`src/rtl/bird_sprite_fetch.sv`:
```
// bird_sprite_fetch
//   Read side of the bird sprite ROM. Turns the VGA scan position plus the
//   bird position into ROM addresses, realigns the returned pixel with the
//   scan stream and applies colour-key transparency. Wing-flap frames are
//   stored back-to-back in the ROM and stepped every FLAP_DIV video frames.
//
//   Optional feature macro: BIRD_SPRITE_HFLIP_EN adds the hflip input
//   (latched on frame_start) that mirrors the sprite horizontally.
//
// Ports
//   clka, rsta_n          pixel clock, async active-low reset
//   frame_start           one-cycle pulse at the start of each video frame
//   pix_de, pix_x, pix_y  scan slot (cycle N)
//   bird_x, bird_y        sprite top-left, latched on frame_start
//   hflip                 (BIRD_SPRITE_HFLIP_EN only) mirror, latched on frame_start
//   rom_addr              registered ROM address (edge N+1)
//   rom_data              ROM read data, valid during cycle N+2
//   spr_rgb, spr_vld      sprite pixel and opaque/in-box flag (edge N+3)
//   anim_frame            current animation frame index
module bird_sprite_fetch #(
  parameter int          SPR_W    = 45,
  parameter int          SPR_H    = 45,
  parameter int          FRAMES   = 1,
  parameter int          FLAP_DIV = 8,
  parameter int          ADDR_W   = 11,
  parameter logic [15:0] KEY_RGB  = 16'hF81F
) (
  input  logic              clka,
  input  logic              rsta_n,
  input  logic              frame_start,
  input  logic              pix_de,
  input  logic [9:0]        pix_x,
  input  logic [9:0]        pix_y,
  input  logic [9:0]        bird_x,
  input  logic [9:0]        bird_y,
`ifdef BIRD_SPRITE_HFLIP_EN
  input  logic              hflip,
`endif
  output logic [ADDR_W-1:0] rom_addr,
  input  logic [15:0]       rom_data,
  output logic [15:0]       spr_rgb,
  output logic              spr_vld,
  output logic [7:0]        anim_frame
);

  localparam int CW = (FLAP_DIV > 1) ? $clog2(FLAP_DIV) : 1;

  logic [9:0]        pos_x, pos_y;
  logic [CW-1:0]     flap_cnt, flap_nxt;
  logic [ADDR_W-1:0] base, base_nxt;
  logic [7:0]        frame_nxt;
  logic [2:1]        vld_pipe;

  // effective (same-cycle) values: on frame_start the new position/base
  // already apply to the stage-0 pixel
  logic [9:0]        px, py, dx, dy, col;
  logic              in_box, flip_eff;
  logic [ADDR_W-1:0] addr_nxt;

`ifdef BIRD_SPRITE_HFLIP_EN
  logic flip_q;
  assign flip_eff = frame_start ? hflip : flip_q;
`else
  assign flip_eff = 1'b0;
`endif

  // animation step; base tracks anim_frame*SPR_W*SPR_H without a multiplier
  always_comb begin
    flap_nxt  = flap_cnt;
    frame_nxt = anim_frame;
    base_nxt  = base;
    if (frame_start) begin
      if (flap_cnt == CW'(FLAP_DIV-1)) begin
        flap_nxt = '0;
        if (anim_frame == 8'(FRAMES-1)) begin
          frame_nxt = '0;
          base_nxt  = '0;
        end else begin
          frame_nxt = anim_frame + 8'd1;
          base_nxt  = base + ADDR_W'(SPR_W*SPR_H);
        end
      end else begin
        flap_nxt = flap_cnt + CW'(1);
      end
    end
  end

  always_ff @(posedge clka or negedge rsta_n) begin
    if (!rsta_n) begin
      pos_x      <= '0;
      pos_y      <= '0;
      flap_cnt   <= '0;
      anim_frame <= '0;
      base       <= '0;
    end else if (frame_start) begin
      pos_x      <= bird_x;
      pos_y      <= bird_y;
      flap_cnt   <= flap_nxt;
      anim_frame <= frame_nxt;
      base       <= base_nxt;
    end
  end

`ifdef BIRD_SPRITE_HFLIP_EN
  always_ff @(posedge clka or negedge rsta_n) begin
    if (!rsta_n)          flip_q <= 1'b0;
    else if (frame_start) flip_q <= hflip;
  end
`endif

  // stage 0: box test in 11 bits so a box past column/row 1023 never wraps
  always_comb begin
    px     = frame_start ? bird_x : pos_x;
    py     = frame_start ? bird_y : pos_y;
    dx     = pix_x - px;
    dy     = pix_y - py;
    in_box = pix_de &
             ({1'b0, pix_x} >= {1'b0, px}) & ({1'b0, pix_x} < {1'b0, px} + 11'(SPR_W)) &
             ({1'b0, pix_y} >= {1'b0, py}) & ({1'b0, pix_y} < {1'b0, py} + 11'(SPR_H));
    col      = flip_eff ? (10'(SPR_W-1) - dx) : dx;
    addr_nxt = base_nxt + ADDR_W'(dy) * ADDR_W'(SPR_W) + ADDR_W'(col);
  end

  // stage 1..3: address, ROM latency slot, output
  always_ff @(posedge clka or negedge rsta_n) begin
    if (!rsta_n) begin
      rom_addr <= '0;
      vld_pipe <= '0;
      spr_rgb  <= '0;
      spr_vld  <= 1'b0;
    end else begin
      if (in_box) rom_addr <= addr_nxt;
      vld_pipe <= {vld_pipe[1], in_box};
      spr_rgb  <= vld_pipe[2] ? rom_data : 16'h0000;
      spr_vld  <= vld_pipe[2] & (rom_data != KEY_RGB);
    end
  end

endmodule

```
`config.mk`:
```
export PLATFORM = sky130hd
export DESIGN_NAME = bird_sprite_fetch
export DESIGN_NICKNAME = d
export VERILOG_FILES = /design/src/rtl/bird_sprite_fetch.sv
export SDC_FILE = /design/constraint.sdc
export NUM_CORES = 1
export LEC_CHECK = 0
export ABC_AREA = 1
export CORE_ASPECT_RATIO = 1.1
export CORE_MARGIN = 8
export CORE_UTILIZATION = 40
export CTS_BUF_LIST = sky130_fd_sc_hd__clkbuf_4
export CTS_CLUSTER_DIAMETER = 200
export DETAILED_ROUTE_END_ITERATION = 10
export PLACE_DENSITY_LB_ADDON = 0.25
export SYNTH_ARGS = -nofsm -noshare
export SYNTH_HDL_FRONTEND = slang
export SYNTH_SLANG_ARGS = --single-unit
export TNS_END_PERCENT = 50
```
`constraint.sdc`:
```
create_clock -name clka -period 4.8 [get_ports clka]
set_input_delay 0.72 -clock clka [delete_from_list [all_inputs] [get_ports clka]]
set_output_delay 0.72 -clock clka [all_outputs]
set_load 0.1 [all_outputs]
```
## Word level (Yosys, flattened, before mapping)

Index checks and enable logic that the tools add are counted.

| word-level totals | value |
|---|---|
| register bits | 72 |

| operators by class | value |
|---|---|
| add/sub/neg operators | 9 |
| multiply operators | 1 |
| order comparisons | 4 |
| eq/ne operators | 2 |
| multiplexer cells | 8 |
| bitwise operators | 5 |
| reductions and logical operators | 2 |

Operators with widths:

| cell | number |
|---|---|
| two-way mux 11 bit | 3 |
| adder 10 x 6 -> 11 bit, second input constant | 2 |
| < comparator 10 x 11 -> 1 bit | 2 |
| greater-or-equal comparator 10 bit | 2 |
| two-way mux 10 bit | 2 |
| subtractor 10 bit | 2 |
| two-way mux 16 bit | 1 |
| inequality test 16 bit, second input constant | 1 |
| adder 11 x 10 -> 11 bit | 1 |
| adder 11 bit | 1 |
| adder 11 bit, second input constant | 1 |
| multiplier 10 x 6 -> 11 bit, second input constant | 1 |
| adder 8 x 1 -> 8 bit, second input constant | 1 |
| zero test 8 bit | 1 |
| two-way mux 8 bit | 1 |
| bitwise AND 1 bit | 5 |
| adder 3 x 1 -> 3 bit, second input constant | 1 |
| == test 3 bit, second input constant | 1 |
| two-way mux 3 bit | 1 |
| AND reduction 2 bit | 1 |

## Logic depth before layout (Yosys ltp)

Gate-level depths: netlist of the first run.

| depth | value |
|---|---|
| word-level depth | 6 |
| mapped depth | 35 |

## Worst setup path before layout of the first run

No wires, ideal clock.

| timing path | value |
|---|---|
| kind | input-to-reg |
| start point | input port frame_start |
| end point | register rom_addr[10] |
| library setup time | 0.120 ns |
| arrival | 5.335 ns |
| required time | 4.680 ns |
| setup slack | -0.655 ns |
| cell stages on the path | 32 |
| buffers on the path | 1 |
| path through | inv_2 buf_4 or2_1 o21a_1 inv_1 ha_1 nand3_1 nand2_1 nand2_1 nand2_1 a21oi_1 o21bai_1 nand2_1 nand2_1 xor2_1 inv_1 ha_1 inv_1 fa_1 fa_1 fa_1 inv_1 ha_1 inv_1 o21bai_1 nand2_1 nand3_1 nand2b_1 nand2_1 nand3_1 nand3_1 nand2_1 |

RTL lines:

| element | line | source |
|---|---|---|
| from (decl) | 30 | `input logic frame_start,` |
| two-way mux 10 bit * | -- |  |
| named net py[1] | 56 | `logic [9:0] px, py, dx, dy, col;` |
| subtractor 10 bit | 116 | `dy = pix_y - py;` |
| multiplier 10 x 6 -> 11 bit | 121 | `addr_nxt = base_nxt + ADDR_W'(dy) * ADDR_W'(SPR_W) + ADDR_W'(col);` |
| adder 11 bit | 121 |  |
| adder 11 x 10 -> 11 bit | 121 |  |
| to (signal assigned) | 132 | `if (in_box) rom_addr <= addr_nxt;` |
| to (decl) | 39 | `output logic [ADDR_W-1:0] rom_addr,` |

The timed path passes the listed nets; every way through them passes the cells marked *.
A chain may end at the register's enable or synchronous reset.

## Worst setup path after layout of the first run

| timing path | value |
|---|---|
| start point | input port frame_start |
| end point | register rom_addr[9] |

The elaborated chain is that of the path after synthesis.

==> results of run 1 <==
==> critical path, cell delays in order <==
cell and delay, ns:
buf_12 0.12, buf_8 0.13, nand2_2 0.06, nand2_2 0.05, inv_2 0.07, ha_4 0.22
a21oi_4 0.17, nand2_2 0.08, buf_4 0.14, buf_4 0.12, buf_4 0.13, xor2_2 0.16
ha_2 0.33, inv_1 0.06, fa_1 0.52, inv_1 0.05, fa_1 0.47, inv_1 0.05
fa_1 0.52, inv_2 0.05, ha_4 0.27, nand2_1 0.06, nor3_1 0.19, nand2_1 0.12
o311ai_4 0.07, xor2_1 0.20, nand2_2 0.05, nand2_1 0.06
==> cells by family after synthesis <==
family,Yosys count,synth area share
AO/OA/AOI/OAI,90,0.0916
XOR/XNOR,46,0.0643
adder cells (fa/ha/maj),103,0.240
buffers and inverters,159,0.100
flip-flops,72,0.287
AND/OR/NAND/NOR,291,0.216
==> area by class of cell <==
type,count,area share
repair buffers,213,0.207
inverters,149,0.0648
multi-input cells,530,0.479
repair inverters,1,0.000980
well taps,200,0.0280
clock buffers,9,0.00756
flip-flops and latches,72,0.202
clock inverters,7,0.0108
diodes,2,0.000560
==> path summary, 6_finish.rpt <==
check / cells after the start / to / startpoint
worst max-delay path: 28 / rom_addr[9] / frame_start
worst min-delay path: 0 / vld_pipe[2] / vld_pipe[1]
worst max register to register: 26 / rom_addr[9] / pos_y[2]
worst min register to register: 0 / vld_pipe[2] / vld_pipe[1]
max in group asynchronous: 1 / spr_rgb[0] / rsta_n
min in group asynchronous: 1 / anim_frame[4] / rsta_n
==> registers in the layout, indices dropped and copies added (netlist names) <==
register,cells
anim_frame,8
base,11
vld_pipe,2
spr_rgb,16
rom_addr,11
flap_cnt,3
pos_y,10
pos_x,10
spr_vld,1
==> metrics by stage <==
step / area, µm² / hold WS, ns / setup WS (ns) / TNS [ns]
2_1_floorplan: 6430 / 0.331 / -0.326 / -1.14
3_3_place_gp: 8350 / 0.333 / -0.704 / -4.18
3_5_place_dp: 8350 / 0.335 / -0.771 / -4.48
4_1_cts: 8810 / 0.362 / -0.00198 / -0.00198
5_1_grt: 8940 / 0.378 / -0.310 / -0.819
6_report: 8940 / 0.359 / -0.0505 / -0.0887
==> timing repair <==
action / in CTS / in global routing
cloned: 0 / 1
setup buffers: 9 / 2
endpoints found under the setup margin: 6 / 6
resized for setup: 70 / 22
pin swaps: 53 / 34
==> placed cells by master (no fill, tap or decap), types with 6 or more instances in the layout <==
cell,n
a21oi_1,34
a21oi_2,10
buf_4,115
clkbuf_4,9
clkdlybuf4s50_1,82
dfrtp_1,72
dlygate4sd2_1,8
fa_1,28
ha_1,53
ha_4,19
inv_1,124
inv_2,21
nand2_1,150
nand2_2,27
nand2_4,7
nand3_1,28
nand4_1,9
nor2_1,27
nor2_2,8
o21ai_0,6
o21ai_1,6
or2_1,8
xnor2_1,12
xor2_1,31
==> layer usage <==
metal  wire (µm)  vias to the layer above
met2        7950                       99
li1            -                     2824
met1        6250                     2566
met3         697                       18
met5           0                        -
met4         283                        0
==> metrics.txt, run 1 <==
multi-input combinational cell area=4280 µm²; Die H=147 µm; IO Pins=96; final hold viol count=0; root buf cell=clkbuf_4; synth cell count leaders=nand2_1, inv_1, ha_1; share of cells above drive strength 1=0.274; sequential share of the synthesized area=0.287; Fillers=1414; chip width=135 µm; Die Footprint=19900 µm²; final cell count without fillers=~1200; Post-Syn Area=6270 µm²; wire length per cell=approximately 13 µm; Worst-path clk slew=between 0.1 and 0.15 ns; Crit. End Element=flop; RSZ-0062 raised after global routing=true; via count=5507; syn_nets=between 900 and 1000; Synth top area share=0.287; H-tree Lvls=3; crit path DAT=5.25 ns; gr usage total=0.161; Via-to-Cell Ratio=4.66; Hold Path Class=reg -> reg; router iterations before antenna repair=4; synth unique cells=50; final core utilization=0.577; cts hold-fix bufs=0; Mean Syn Cell Area=8.24 µm²; Slew @ Worst Pin=approximately 1.0 ns; GR Overflow Total=0; Final #Nets=~1100; met1 usage=0.179; later-pin clock latency in the skew report=0.45 ns; core footprint=15500 µm²; slew margin rel.=0.332; fin crit period=4.85 ns; number of synthesized flops with an enable pin=0; Top Usage Layer GRT=met2; count of pins over their slew limit=0; violated checks=negative setup slack; cell taking the most area after synthesis=dfrtp_1; R2R Setup Slk=0.07 ns; DRT iter0 DRCs=227; YS warnings=0; worst setup margin=-0.0505 ns; Initial Utilization=0.405; dpl cells=1153; final worst-path cycle share=1.01; P&R area growth vs syn=42.6%; ys async rst share=1.00; critical path class=in -> reg; Top FF cell, synth=dfrtp_1; nature of the critical path startpoint=input pin; top area cells in the synthesized netlist=dfrtp_1, ha_1, nand2_1; final setup vio count=2; Antenna Nets Post-Route=0; outcome=finished, violations left; CTS buffer count=9; synthesized instance count=761; most frequent cell after synthesis=nand2_1; register area=1800 µm²; largest net degree at the start of global routing=73; met2 Usage GRT=0.298; number of port buffers=95; CTS Buffer Depth=2; CTS tree=built; Num Clock Sinks=between 70 and 80; initial antenna violation count=2; total of max-cap violations=0; Setup Skew=roughly 0.015 ns; first-pass GRT wire length=26.0 mm; Synth Register Bits=72; vias in the first global route=5759; met3 usage=0.0266; # rows=48; fmax=roughly 0.21 GHz; DRC errors left=0; Routed WL=15.2 mm; dpl hpwl=about 12 mm; required time at the worst-slack endpoint=5.20 ns; Worst Path Max Fanout=9; global placement routability congestion=0.885
Power of run 1 is not shown: default switching activity piles up to over one toggle a cycle in this logic, so the estimate is an artifact.
==> inputs of run 2 (changes only) <==
- CORE_MARGIN: 8 -> 4
- CTS_BUF_LIST: sky130_fd_sc_hd__clkbuf_4 -> unset
==> metrics.txt, run 2 (synthesized netlist as in run 1, its figures left out) <==
Final #Nets=1148 (+0.79%); Antenna Cells=0 (-2); CTS tree=built; first-pass GRT wire length=25.8 mm (-0.93%); final worst-path cycle share=1.04 (+0.0271); CP bufs+invs=7 (-3); Via-to-Cell Ratio=4.68 (+0.60%); Worst path top cell family by delay=adder cells; RSZ-0062 raised after global routing=true; total of max-cap violations=0 (unchanged); DRC errors left=0 (unchanged); Die Footprint=17700 µm² (-11%); number of port buffers=95 (unchanged); final core utilization=0.608 (+0.0314); later-pin clock latency in the skew report=0.35 ns (-0.10 ns); register area=1800 µm² (unchanged); core footprint=15200 µm² (-1.7%); final setup vio count=5 (+3); Crit. End Element=flop; P&R area growth vs syn=47.8%; worst setup margin=-0.181 ns (-0.130 ns); Largest stage delay, worst path=0.54 ns (+0.02 ns); Worst-path clk slew=0.06 ns (-0.06 ns); root buf cell=clkbuf_16; Worst Path Max Fanout=6 (-3); CTS Buffer Depth=2 (unchanged); dpl hpwl=11.8 mm (-3.9%); max reg flops=16 (unchanged); initial antenna violation count=0 (-2); Die H=139 µm (-5.4%); fmax=0.201 GHz (-2.6%); via count=5554 (+0.85%); final hold viol count=0 (unchanged); violated checks=negative setup slack; H-tree Lvls=3 (unchanged); fin crit period=4.98 ns (+0.130 ns); slew margin rel.=0.338 (+0.00606); Antenna Nets Post-Route=0 (unchanged); crit path DAT=5.22 ns (-0.03 ns); vias in the first global route=5793 (+0.59%); Routed WL=15.1 mm (-0.47%); share of cells above drive strength 1=0.312 (+0.0379); gr usage total=0.176 (+0.0154); DRT iter0 DRCs=213 (-6.2%); # rows=47 (-2.1%); Top cell by count, worst path=inv_2; router iterations before antenna repair=4 (unchanged); largest net degree at the start of global routing=73 (unchanged); Initial Utilization=0.412 (+0.00701); nature of the critical path startpoint=input pin; most flop-heavy register=spr_rgb; Hold Path Class=reg -> reg; Num Clock Sinks=72 (unchanged); Critical Path Slowest Stage Cell=fa_1; wire length per cell=12.7 µm (-0.72%); most common cell after layout, fill and taps aside=nand2_1; multi-input combinational cell area=4410 µm² (+3.0%); most frequent cells in the layout=nand2_1, buf_4, inv_1; Setup Skew=0.00951 ns (-0.00512 ns); GR Overflow Total=0 (unchanged); outcome=finished, violations left; required time at the worst-slack endpoint=5.03 ns (-0.17 ns); critical path class=in -> reg; count of pins over their slew limit=0 (unchanged); CTS buffer count=9 (unchanged); Fillers=1282 (-9.3%); Slew @ Worst Pin=0.990 ns (-0.00906 ns); chip width=127 µm (-5.9%); global placement routability congestion=0.899 (+1.7%); Regs by FF count=spr_rgb x16, base x11, rom_addr x11; IO Pins=96 (unchanged)
[run 2: area by class of cell]
cell class	count	share of cell area
clock buffer	9	0.0243
clock inverter	7	0.00824
inverter	149	0.0623
multi-input combinational	530	0.476
sequential	72	0.194
tap	196	0.0265
timing repair buffer	223	0.208
[run 2: repair_timing]
item | in CTS | in global routing
buffers inserted | 16 | 6
endpoints found under the hold margin | 0 | 0
hold buffers | 0 | 0
setup endpoints to repair | 6 | 6
pin swaps | 60 | 71
resized for setup | 63 | 64
[run 2: final timing paths]
check / start / end / slack [ns] / cells past startpoint
max: frame_start / rom_addr[10] / -0.18 / 26
min: vld_pipe[1] / vld_pipe[2] / 0.35 / 0
max reg2reg: pos_y[0] / rom_addr[10] / 0.12 / 23
min reg2reg: vld_pipe[1] / vld_pipe[2] / 0.35 / 0
max in group asynchronous: rsta_n / rom_addr[7] / 3.66 / 1
min in group asynchronous: rsta_n / pos_x[5] / 0.52 / 1
[run 2: per-layer routing]
layer	track usage	wire length [µm]	vias up
li1	-	-	2851
met1	0.203	6240	2591
met2	0.325	7990	84
met3	0.0310	500	28
met4	0.0593	381	0
met5	0	0	-
[run 2: worst register-to-register path: cells and delay by family (launching register included)]
family | cells | cell delay, ns
compound gates | 2 | 0.43
fa+ha+maj | 7 | 2.67
simple gates | 8 | 0.57
flops | 1 | 0.36
xor+xnor | 1 | 0.20
buf+inv | 5 | 0.32
[run 2: metrics by stage]
step	std cells	hold WS, ns	setup slack [ns]	area (µm²)	TNS [ns]
after floorplan	761	0.331	-0.326	6430	-1.14
after global placement	1148	0.334	-0.753	8340	-4.42
after detailed placement	1148	0.335	-0.818	8340	-4.65
after CTS	1180	0.348	-0.171	8950	-0.460
after global routing	1186	0.361	-0.377	9260	-1.62
final	1186	0.348	-0.181	9260	-0.560
Power of run 2 is left out for the same reason.
==> inputs of run 3 (changes only) <==
- CELL_PAD_IN_SITES_DETAIL_PLACEMENT: unset -> 1
- CELL_PAD_IN_SITES_GLOBAL_PLACEMENT: unset -> 1
- CORE_UTILIZATION: 40 -> 37
- PLACE_DENSITY: unset -> 0.84
- PLACE_DENSITY_LB_ADDON: 0.25 -> unset
==> metrics.txt, run 3 (synthesized netlist as in run 1, its figures left out) <==
outcome=finished, violations left; violated checks=negative setup slack; path depth of the worst reg2reg path=21 (-8.7%); CTS buffer count=9 (unchanged); cells along the critical path=buf_12 -> buf_6 -> o21a_1 -> ha_4 -> fa_2 -> o21ai_4 -> xor2_2 -> ha_1 -> buf_6 -> fa_1 -> inv_2 -> fa_1 -> fa_1 -> xnor2_2 -> nand2_1 -> nand2_1 -> nand4_1 -> nand2_1 -> nand2_1 -> nand2_1 -> nand2_1 -> nand3_1 -> nand2_1; total of max-cap violations=0 (unchanged); Num Clock Sinks=72 (unchanged); wire length per cell=18.4 µm (+44%); global placement routability congestion=0.895 (-0.48%); worst setup margin=-0.380 ns (-0.200 ns); largest net degree at the start of global routing=73 (unchanged); Final #Nets=1155 (+0.61%); share of cells above drive strength 1=0.325 (+0.0132); Worst Path Max Fanout=7 (+1); Hold Path Cell Cnt=0 (unchanged); Regs by FF count=spr_rgb x16, base x11, rom_addr x11; IO Pins=96 (unchanged); H-tree Lvls=3 (unchanged); vias in the first global route=6912 (+19%); P&R area growth vs syn=49.7%; Initial Utilization=0.380 (-0.0315); most flop-heavy register=spr_rgb; gr usage total=0.226 (+0.0494); max reg flops=16 (unchanged); Largest stage delay, worst path=0.60 ns (+0.06 ns); final hold viol count=0 (unchanged); final worst-path cycle share=1.08 (+0.0416); Top cell by count, worst path=nand2_1; DRT iter0 DRCs=231 (+8.5%); router iterations before antenna repair=4 (unchanged); # rows=49 (+4.3%); core footprint=16500 µm² (+8.3%); Antenna Nets Post-Route=0 (unchanged); later-pin clock latency in the skew report=0.35 ns (about the same); DRC errors left=0 (unchanged); most frequent cells in the layout=nand2_1, buf_4, inv_1; root buf cell=clkbuf_16; Via-to-Cell Ratio=5.08 (+8.6%); first-pass GRT wire length=34.0 mm (+32%); Die Footprint=19100 µm² (+7.6%); fin crit period=5.18 ns (+0.200 ns); count of pins over their slew limit=0 (unchanged); RSZ-0062 raised after global routing=true; Antenna Cells=0 (unchanged); slew margin rel.=0.337 (-0.000861); CTS tree=built; fmax=0.193 GHz (-3.9%); crit path DAT=5.42 ns (+0.20 ns); Fillers=1888 (+47%); nature of the critical path startpoint=input pin; dpl cells=1152 (+0.35%); Critical Path Slowest Stage Cell=fa_1; final cell count without fillers=1200 (+1.2%); Worst-path clk slew=0.06 ns (about the same); Hold Path Class=reg -> reg; Setup Skew=0.00798 ns (-0.00153 ns); Slew @ Worst Pin=0.991 ns (+0.00129 ns); number of port buffers=95 (unchanged); Routed WL=22.1 mm (+46%); Die H=145 µm (+3.7%); required time at the worst-slack endpoint=5.04 ns (about the same); pre-CTS WS=-1.07 ns (-0.256 ns); dpl hpwl=15.3 mm (+30%); critical path class=in -> reg; chip width=132 µm (+3.7%); initial antenna violation count=0 (unchanged); final setup vio count=5 (unchanged); via count=6101 (+9.8%); CTS Buffer Depth=2 (unchanged); Crit. End Element=flop; most common cell after layout, fill and taps aside=nand2_1; GR Overflow Total=0 (unchanged)
-- run 3: changes by cell type in the layout (fill, tap and decap cells not counted), sizes merged --
cell	previous run	this run
buf	131	138
clkdlybuf4s15	0	1
clkdlybuf4s50	84	81
clkinvlp	2	3
dlygate4sd2	5	7
inv	152	150
-- run 3: stage by stage --
step | instance area, µm² | utilization | hold slack [ns] | TNS [ns]
6_report | 9380 | 0.569 | 0.357 | -1.19
3_3_place_gp | 8320 | 0.504 | 0.333 | -4.56
2_1_floorplan | 6430 | - | 0.331 | -1.14
5_1_grt | 9380 | 0.569 | 0.382 | -2.14
4_1_cts | 9080 | 0.551 | 0.356 | -1.27
3_5_place_dp | 8320 | 0.504 | 0.338 | -6.07
-- run 3: metal layers --
metal / global-route usage / wire length [µm]
met3: 0.0428 / 751
met1: 0.218 / 7720
met5: 0 / 0
met2: 0.450 / 12300
met4: 0.125 / 1310
-- run 3: area by class of cell --
| type | count | area (µm²) | share of cell area |
|---|---|---|---|
| sequential | 72 | 1800 | 0.192 |
| timing repair inverter | 1 | 8.76 | 0.000933 |
| clock buffer | 10 | 239 | 0.0255 |
| timing repair buffer | 229 | 1980 | 0.211 |
| multi-input combinational | 530 | 4460 | 0.475 |
| tap | 204 | 255 | 0.0272 |
| clock inverter | 5 | 57.6 | 0.00613 |
| inverter | 149 | 587 | 0.0625 |
-- run 3: path summary, 6_finish.rpt --
kind                             start             to  slack (ns)
min in group asynchronous       rsta_n  anim_frame[6]        0.55
setup / recovery           frame_start   rom_addr[10]       -0.38
setup reg to reg              pos_y[0]   rom_addr[10]       -0.10
max in group asynchronous       rsta_n    rom_addr[7]        3.63
hold / removal             vld_pipe[1]    vld_pipe[2]        0.36
hold reg to reg            vld_pipe[1]    vld_pipe[2]        0.36
-- run 3: critical path, delay by kind of cell --
kind                     cells  cell delay, ns
adder cells (fa/ha/maj)      6            2.43
AND/OR/NAND/NOR              9            0.99
buffers and inverters        4            0.44
XOR/XNOR                     2            0.42
AO/OA/AOI/OAI                2            0.41
-- run 3: timing repair --
| item | CTS | global route |
|---|---|---|
| setup buffers | 22 | 12 |
| setup endpoints to repair | 7 | 6 |
| hold endpoints to repair | 0 | 0 |
| resized for setup | 97 | 48 |
| cloned | 1 | 0 |
| pin swaps | 71 | 71 |
| hold buffers | 0 | 0 |
Power of run 3 is left out for the same reason.
